[src/rtl/accum_window.sv]
// accum_window: two-stage registered accumulator with add/subtract per sample,
// signed or unsigned overflow rules, optional saturation, synchronous clear
// and fixed-length accumulation windows that publish a held result.
//
// Stage 1 registers the incoming sample (a, sub, in_valid).
// Stage 2 folds the registered sample into the running sum.
// After DEPTH accumulated samples, stage 2 copies the final sum into result,
// pulses done for one cycle, and restarts the window from zero.

module accum_window #(
   parameter int WIDTH    = 8,   // datapath width of a, sum and result
   parameter int DEPTH    = 4,   // samples per accumulation window (>= 2)
   parameter int SIGNED   = 1,   // 1: two's-complement overflow rules
   parameter int SATURATE = 0    // 1: clamp on overflow, 0: wrap
) (
   input  logic                     clk,
   input  logic                     reset_n,
   input  logic                     clear,
   input  logic                     in_valid,
   input  logic [WIDTH-1:0]         a,
   input  logic                     sub,
   output logic [WIDTH-1:0]         a_reg,
   output logic                     a_valid,
   output logic [WIDTH-1:0]         sum,
   output logic                     c,
   output logic                     v,
   output logic                     v_sticky,
   output logic [$clog2(DEPTH)-1:0] count,
   output logic [WIDTH-1:0]         result,
   output logic                     result_ovf,
   output logic                     done
);

   localparam int CW = $clog2(DEPTH);

   // count value of the sample that closes a window
   localparam logic [CW-1:0] LAST_COUNT = CW'(DEPTH - 1);

   // saturation limits
   localparam logic [WIDTH-1:0] ALL_ONES = {WIDTH{1'b1}};
   localparam logic [WIDTH-1:0] POS_MAX  = {1'b0, {(WIDTH-1){1'b1}}};
   localparam logic [WIDTH-1:0] NEG_MIN  = {1'b1, {(WIDTH-1){1'b0}}};

   // registered subtract flag travelling alongside a_reg
   logic             sub_q;

   // one-bit-wider raw results; the extra MSB is carry (add) or borrow (sub)
   logic [WIDTH:0]   raw_add;
   logic [WIDTH:0]   raw_sub;
   logic [WIDTH:0]   raw_next;

   // status of the step that would be applied on the next accumulate edge
   logic             carry_next;
   logic             ovf_next;
   logic [WIDTH-1:0] sum_next;
   logic             last_sample;

   // raw add/subtract of the registered sample against the running sum
   always_comb begin
      raw_add    = {1'b0, sum} + {1'b0, a_reg};
      raw_sub    = {1'b0, sum} - {1'b0, a_reg};
      raw_next   = sub_q ? raw_sub : raw_add;
      // For subtraction the wrapped MSB is set exactly when a_reg > sum,
      // which is the unsigned borrow.
      carry_next = raw_next[WIDTH];
   end

   // Overflow detection depends on the number interpretation.
   generate
      if (SIGNED != 0) begin : g_ovf_signed
         // add: operands share a sign and the result sign flips
         // sub: operands differ in sign and the result sign leaves sum's sign
         assign ovf_next = sub_q
            ? ((sum[WIDTH-1] != a_reg[WIDTH-1]) && (raw_next[WIDTH-1] != sum[WIDTH-1]))
            : ((sum[WIDTH-1] == a_reg[WIDTH-1]) && (raw_next[WIDTH-1] != sum[WIDTH-1]));
      end else begin : g_ovf_unsigned
         // unsigned overflow is simply the carry/borrow out
         assign ovf_next = carry_next;
      end
   endgenerate

   // Saturating or wrapping result of the step.
   generate
      if (SATURATE != 0) begin : g_saturate
         // Signed clamp direction follows the sign of the sum operand: an
         // overflow can only push the sum further in the direction it already
         // leans. Unsigned clamps high on carry and low on borrow.
         assign sum_next = !ovf_next ? raw_next[WIDTH-1:0]
                         : (SIGNED != 0) ? (sum[WIDTH-1] ? NEG_MIN : POS_MAX)
                         : (sub_q ? {WIDTH{1'b0}} : ALL_ONES);
      end else begin : g_wrap
         // modulo 2^WIDTH: drop the carry bit
         assign sum_next = raw_next[WIDTH-1:0];
      end
   endgenerate

   // this accumulate step closes the current window
   assign last_sample = a_valid && (count == LAST_COUNT);

   // Stage 1: capture the sample every edge; only a_valid qualifies it
   always_ff @(posedge clk or negedge reset_n) begin
      if (!reset_n) begin
         a_reg   <= '0;
         sub_q   <= 1'b0;
         a_valid <= 1'b0;
      end else begin
         a_reg   <= a;
         sub_q   <= sub;
         // a clear discards the sample arriving in the same cycle
         a_valid <= in_valid && !clear;
      end
   end

   // Stage 2: accumulate qualified samples and roll over at window end
   always_ff @(posedge clk or negedge reset_n) begin
      if (!reset_n) begin
         sum      <= '0;
         c        <= 1'b0;
         v        <= 1'b0;
         v_sticky <= 1'b0;
         count    <= '0;
      end else if (clear) begin
         sum      <= '0;
         c        <= 1'b0;
         v        <= 1'b0;
         v_sticky <= 1'b0;
         count    <= '0;
      end else if (a_valid) begin
         // c and v always describe the step just taken, including the last
         c <= carry_next;
         v <= ovf_next;
         if (last_sample) begin
            sum      <= '0;
            count    <= '0;
            v_sticky <= 1'b0;
         end else begin
            sum      <= sum_next;
            count    <= count + CW'(1);
            v_sticky <= v_sticky | ovf_next;
         end
      end
   end

   // Window result: held between completions, one-cycle done pulse
   always_ff @(posedge clk or negedge reset_n) begin
      if (!reset_n) begin
         result     <= '0;
         result_ovf <= 1'b0;
         done       <= 1'b0;
      end else if (clear) begin
         // clear beats a completing sample: result stays, no pulse
         done <= 1'b0;
      end else if (last_sample) begin
         result     <= sum_next;
         result_ovf <= v_sticky | ovf_next;
         done       <= 1'b1;
      end else begin
         done <= 1'b0;
      end
   end

endmodule

[config.mk]
export PLATFORM = sky130hd
export DESIGN_NAME = accum_window
export DESIGN_NICKNAME = d
export VERILOG_FILES = /design/src/rtl/accum_window.sv
export SDC_FILE = /design/constraint.sdc
export NUM_CORES = 1
export LEC_CHECK = 0
export BUFFER_PORTS_ARGS = -buffer_cell sky130_fd_sc_hd__clkbuf_2
export CORE_MARGIN = 3
export CORE_UTILIZATION = 56
export DETAILED_ROUTE_END_ITERATION = 12
export PLACE_DENSITY_LB_ADDON = 0.05
export SKIP_CTS_REPAIR_TIMING = 1
export SLEW_MARGIN = 25
export SYNTH_ARGS = -nofsm -noshare
export SYNTH_HDL_FRONTEND = slang
export SYNTH_SLANG_ARGS = --single-unit
[constraint.sdc]
create_clock -name clk -period 4.2 [get_ports clk]
set_input_delay 0.21 -clock clk [delete_from_list [all_inputs] [get_ports clk]]
set_output_delay 0.21 -clock clk [all_outputs]
set_load 0.03 [all_outputs]
* After elaboration in Yosys (flattened, before gate mapping) *
Cells that the tools add are included.

operators by class
  reductions and logical operators = 7
  shifts and indexed selects = 0
  eq/ne operators = 4
  divide/modulo/power cells = 0
  add/subtract/negate cells = 3
  order comparisons = 0
  muxes and demuxes = 17
  bitwise gates (word level) = 2
  multiply operators = 0

operators by type and width
  kind                                          count
  2-to-1 mux 8 bit                              3
  2-to-1 mux 1 bit                              10
  adder 8 x 8 -> 9 bit                          1
  2-to-1 mux 9 bit                              1
  subtractor 8 x 8 -> 9 bit                     1
  2-to-1 mux 2 bit                              3
  logical AND 1 bit                             4
  adder 2 x 1 -> 2 bit (second input constant)  1
  equality test 2 bit (second input constant)   1
  != test 1 bit                                 2
  AND reduction 2 bit                           1
  nonzero test 2 bit                            1
  equality test 1 bit                           1
  zero test 1 bit                               1
  NOT 1 bit                                     1
  bitwise OR 1 bit                              1

word-level totals
  logic and storage cells = 44
  input port bits = 13
  output and inout port bits = 32
  ROM bits = 0
  register bits = 33
  latch bits = 0
  bits in writable memories = 0
  memories = 0

* Longest topological paths before layout *
  depth after elaboration = 9
  depth in mapped cells = 10
  mapped depth without buffers = 10

* Least setup slack after synthesis *
No wires, ideal clock.

  path kind = flip-flop to flip-flop
  start point = register a_reg[0]
  end point = register result[7]
  period minus slack after synthesis = 2685 ps
  stages on the path, launching flop included = 11
  setup time = 125 ps
  data arrival time = 2560 ps
  path slack = 1515 ps
  cell sequence = dfrtp_1 > inv_1 > ha_1 > mux2_2 > inv_1 > ha_1 > nor2b_4 > o31a_1 > a211o_2 > and2_4 > mux2_4

on the way
  longest elaborated chain between the ends = 2
  elaborated cells between the ends (all ways) = 3

RTL lines
  what                                                                      RTL line  source
  start: declaration                                                        22        output logic [WIDTH-1:0] a_reg,
  start signal: assignment                                                  103       a_reg <= '0;
  start signal: assignment                                                  107       a_reg <= a;
  adder 8 x 8 -> 9 bit / subtractor 8 x 8 -> 9 bit (equally long branches)  60, 61
  2-to-1 mux 9 bit *                                                        62        raw_next = sub_q ? raw_sub : raw_add;
  end signal: assignment                                                    154       result <= sum_next;
  end: declaration                                                          29        output logic [WIDTH-1:0] result,

Mark *: on every way between the ends. The rest lies on a longest branch, timed or not.
A chain may end at the register's enable or synchronous reset.

* Worst setup path in the final report *
  start point = register a_reg[0]
  end point = register sum[5]

on the way
  longest elaborated chain between the ends = 5
  elaborated cells between the ends (all ways) = 6

RTL lines
  what                                                                      RTL line  source
  adder 8 x 8 -> 9 bit / subtractor 8 x 8 -> 9 bit (equally long branches)  60, 61
  2-to-1 mux 9 bit *                                                        62
  2-to-1 mux 8 bit *                                                        132       if (last_sample) begin
  2-to-1 mux 8 bit *                                                        128       end else if (a_valid) begin
  2-to-1 mux 8 bit *                                                        122       end else if (clear) begin
  end signal: assignment                                                    137       sum <= sum_next;
  end: declaration                                                          24        output logic [WIDTH-1:0] sum,

Mark *: on every way between the ends. The rest lies on a longest branch, timed or not. The select of a mux whose other input is x is not followed.

==> results.json <==
{
  "setup_ws_ps": 1500,
  "ant_nets": 0,
  "grt_pass1_vias": 1375,
  "antenna_found_initial": 0,
  "dr_total_vias": 1451,
  "synth_nets": 185,
  "pwr_density_cell_nw_per_um2": 352.0,
  "clk_latency_ps": 330,
  "drtIter0Drc": 45,
  "tritoncts": "done",
  "wl_per_cell_um": 15.13,
  "drive_gt1_share_pct": 27.60,
  "crit_path_end_kind": "flip-flop",
  "fin_skew_ps": 1.576,
  "rsz0062_at_grt": "no",
  "syn-cell-area_um2": 1708,
  "synth-main-ff-cell": "dfrtp_1",
  "cts_sinks": 33,
  "postRouteWirelength_um": 3814,
  "area_growth_pct": 23.52,
  "root_buffer": "clkbuf_4",
  "ctsLongestPathBuffers": 2,
  "placed_cell_area_um2": 1958,
  "relSlewSlack_pct": 42.41,
  "arrival_ps": 2920,
  "start_util_pct": 60.37,
  "cp.required_ps": 4420,
  "synth_largest_area_cell": "dfrtp_1",
  "fp.dieH_um": 61.23,
  "final_cells": 252,
  "num_antenna_cells": 0,
  "layout.nets": 244,
  "pin_count": 45,
  "place_ws_ps": 1526,
  "fillers": 202,
  "fmax_ghz": 0.3704,
  "critPathLaunchType": "flip-flop",
  "p_leak_nw": 1.088,
  "place_congestion": 0.8930,
  "slew_viol_final": 0,
  "drt-pass1-iter-count": 4,
  "worstMarginPinSlew_ps": 860.7,
  "worstSetupPathType": "flip-flop to flip-flop",
  "crit_fanout": 5,
  "grt_pass1_wl_um": 5878,
  "fin_crit_sh_pct": 64.29,
  "dp_cells": 234,
  "period_needed_ps": 2700,
  "syn_avg_cell_area_um2": 10.61,
  "slowest_stage": "dfrtp_1",
  "critical-path-top-delay-family": "compound AO/OA/AOI/OAI gates",
  "synth_warnings": 0,
  "max_stage_delay_ps": 420,
  "synth_cell_types": 39,
  "timing.setup.tns_ps": 0,
  "routed_via_density": 5.758,
  "max_cap_violations": 0,
  "netlist_top_cells_count": "dfrtp_1 (33), o21ai_0 (11), ha_1 (10), nand2_1 (10), nor2_1 (10)",
  "synth_edf_count": 0,
  "grtUsageTotal_pct": 21.72,
  "num_rows": 19,
  "h-tree-depth": 2,
  "setup-violations-final": 0,
  "ys_seq_area_share_pct": 48.35,
  "crit_chain": "inv_1, ha_1, mux2_2, inv_1, ha_1, nor2b_4, o31a_1, o21a_1, or3_1, a32o_1",
  "ys_ff_latch": 33,
  "synth_most_common_cell": "dfrtp_1",
  "hold_violations": 0,
  "peakVddDrop_uv": 260.8,
  "drc": 0,
  "grt_max_degree": 34,
  "cts_made_buffers": 5,
  "cp_num_buf_inv": 2,
  "synth_top_area_share_pct": 48.35,
  "port_buffers": 44,
  "globalRouteOverflowTotal": 0,
  "status": "completed",
  "dieArea_um2": 3749,
  "fin_hold_ws_ps": 91.08,
  "coreArea_um2": 2829,
  "die-width_um": 61.23,
  "place_hpwl_um": 2782,
  "synthArstFlopShare_pct": 100.0,
  "synth_area_leaders": "dfrtp_1 (48%), ha_1 (7.3%), xnor2_1 (4.1%)",
  "finalInstanceArea_um2": 2110,
  "path_clk_slew_ps": 100,
  "hold_class": "primary input to flip-flop",
  "syn_inst": 161
}
-- power by group --
| part | internal (mW) | leakage, nW | switching (mW) |
|---|---|---|---|
| sequential | 0.336 | 0.434 | 0.0190 |
| combinational | 0.0858 | 0.622 | 0.132 |
| clock | 0.0637 | 0.0320 | 0.106 |
-- layer usage --
layer  track usage [%]  share of wire [%]
met3             5.241                4.8
met4             10.22                1.4
met1             25.97                 43
met2             36.71                 50
met5                 0                  0
-- cell families after synthesis --
logic type | after synthesis | synth area share (%)
muxes | 7 | 4.688
xor gates and xnor gates | 10 | 5.129
DFF | 33 | 48.35
AOI/OAI and AO/OA | 41 | 16.70
and+or+nand+nor | 47 | 13.92
adders and majority gates | 11 | 8.498
buffers and inverters | 12 | 2.710
-- path summary, 6_finish.rpt --
kind                            from         to  cells after the start  slack [ps]
hold / removal                 clear    a_valid                      2          90
min in group asynchronous    reset_n    a_valid                      2         480
setup / recovery            a_reg[0]     sum[5]                     10        1500
hold reg to reg            result[1]  result[1]                      2         480
setup reg to reg            a_reg[0]     sum[5]                     10        1500
max in group asynchronous    reset_n     sum[3]                      2        3240
-- layout by cell type, fill, tap and decap left out, types with 5 or more instances in the layout --
master,count
clkbuf_2,44
dfrtp_1,33
o21ai_0,11
nor2_1,10
nand2_1,10
ha_1,10
dlygate4sd3_1,10
inv_1,9
xnor2_1,8
nand3_1,8
nor3_1,5
clkbuf_4,5
-- stage by stage --
step	util [%]	total power, mW
CTS	71.03	0.7352
global placement	69.22	0.5617
finish	74.57	0.7425
detailed placement	69.22	0.5691
global route	74.57	0.7850
floorplan	-	0.5108
-- layout make-up --
type	count	area [µm²]	area share, %
Clock buffer	6	41.29	1.957
Clock inverter	2	10.01	0.4745
Inverter	10	37.54	1.779
Multi-Input combinational cell	116	835.8	39.62
Sequential cell	33	825.8	39.15
Tap cell	31	38.79	1.839
Timing Repair Buffer	54	320.3	15.18
Power figures use the tool's default switching activity.
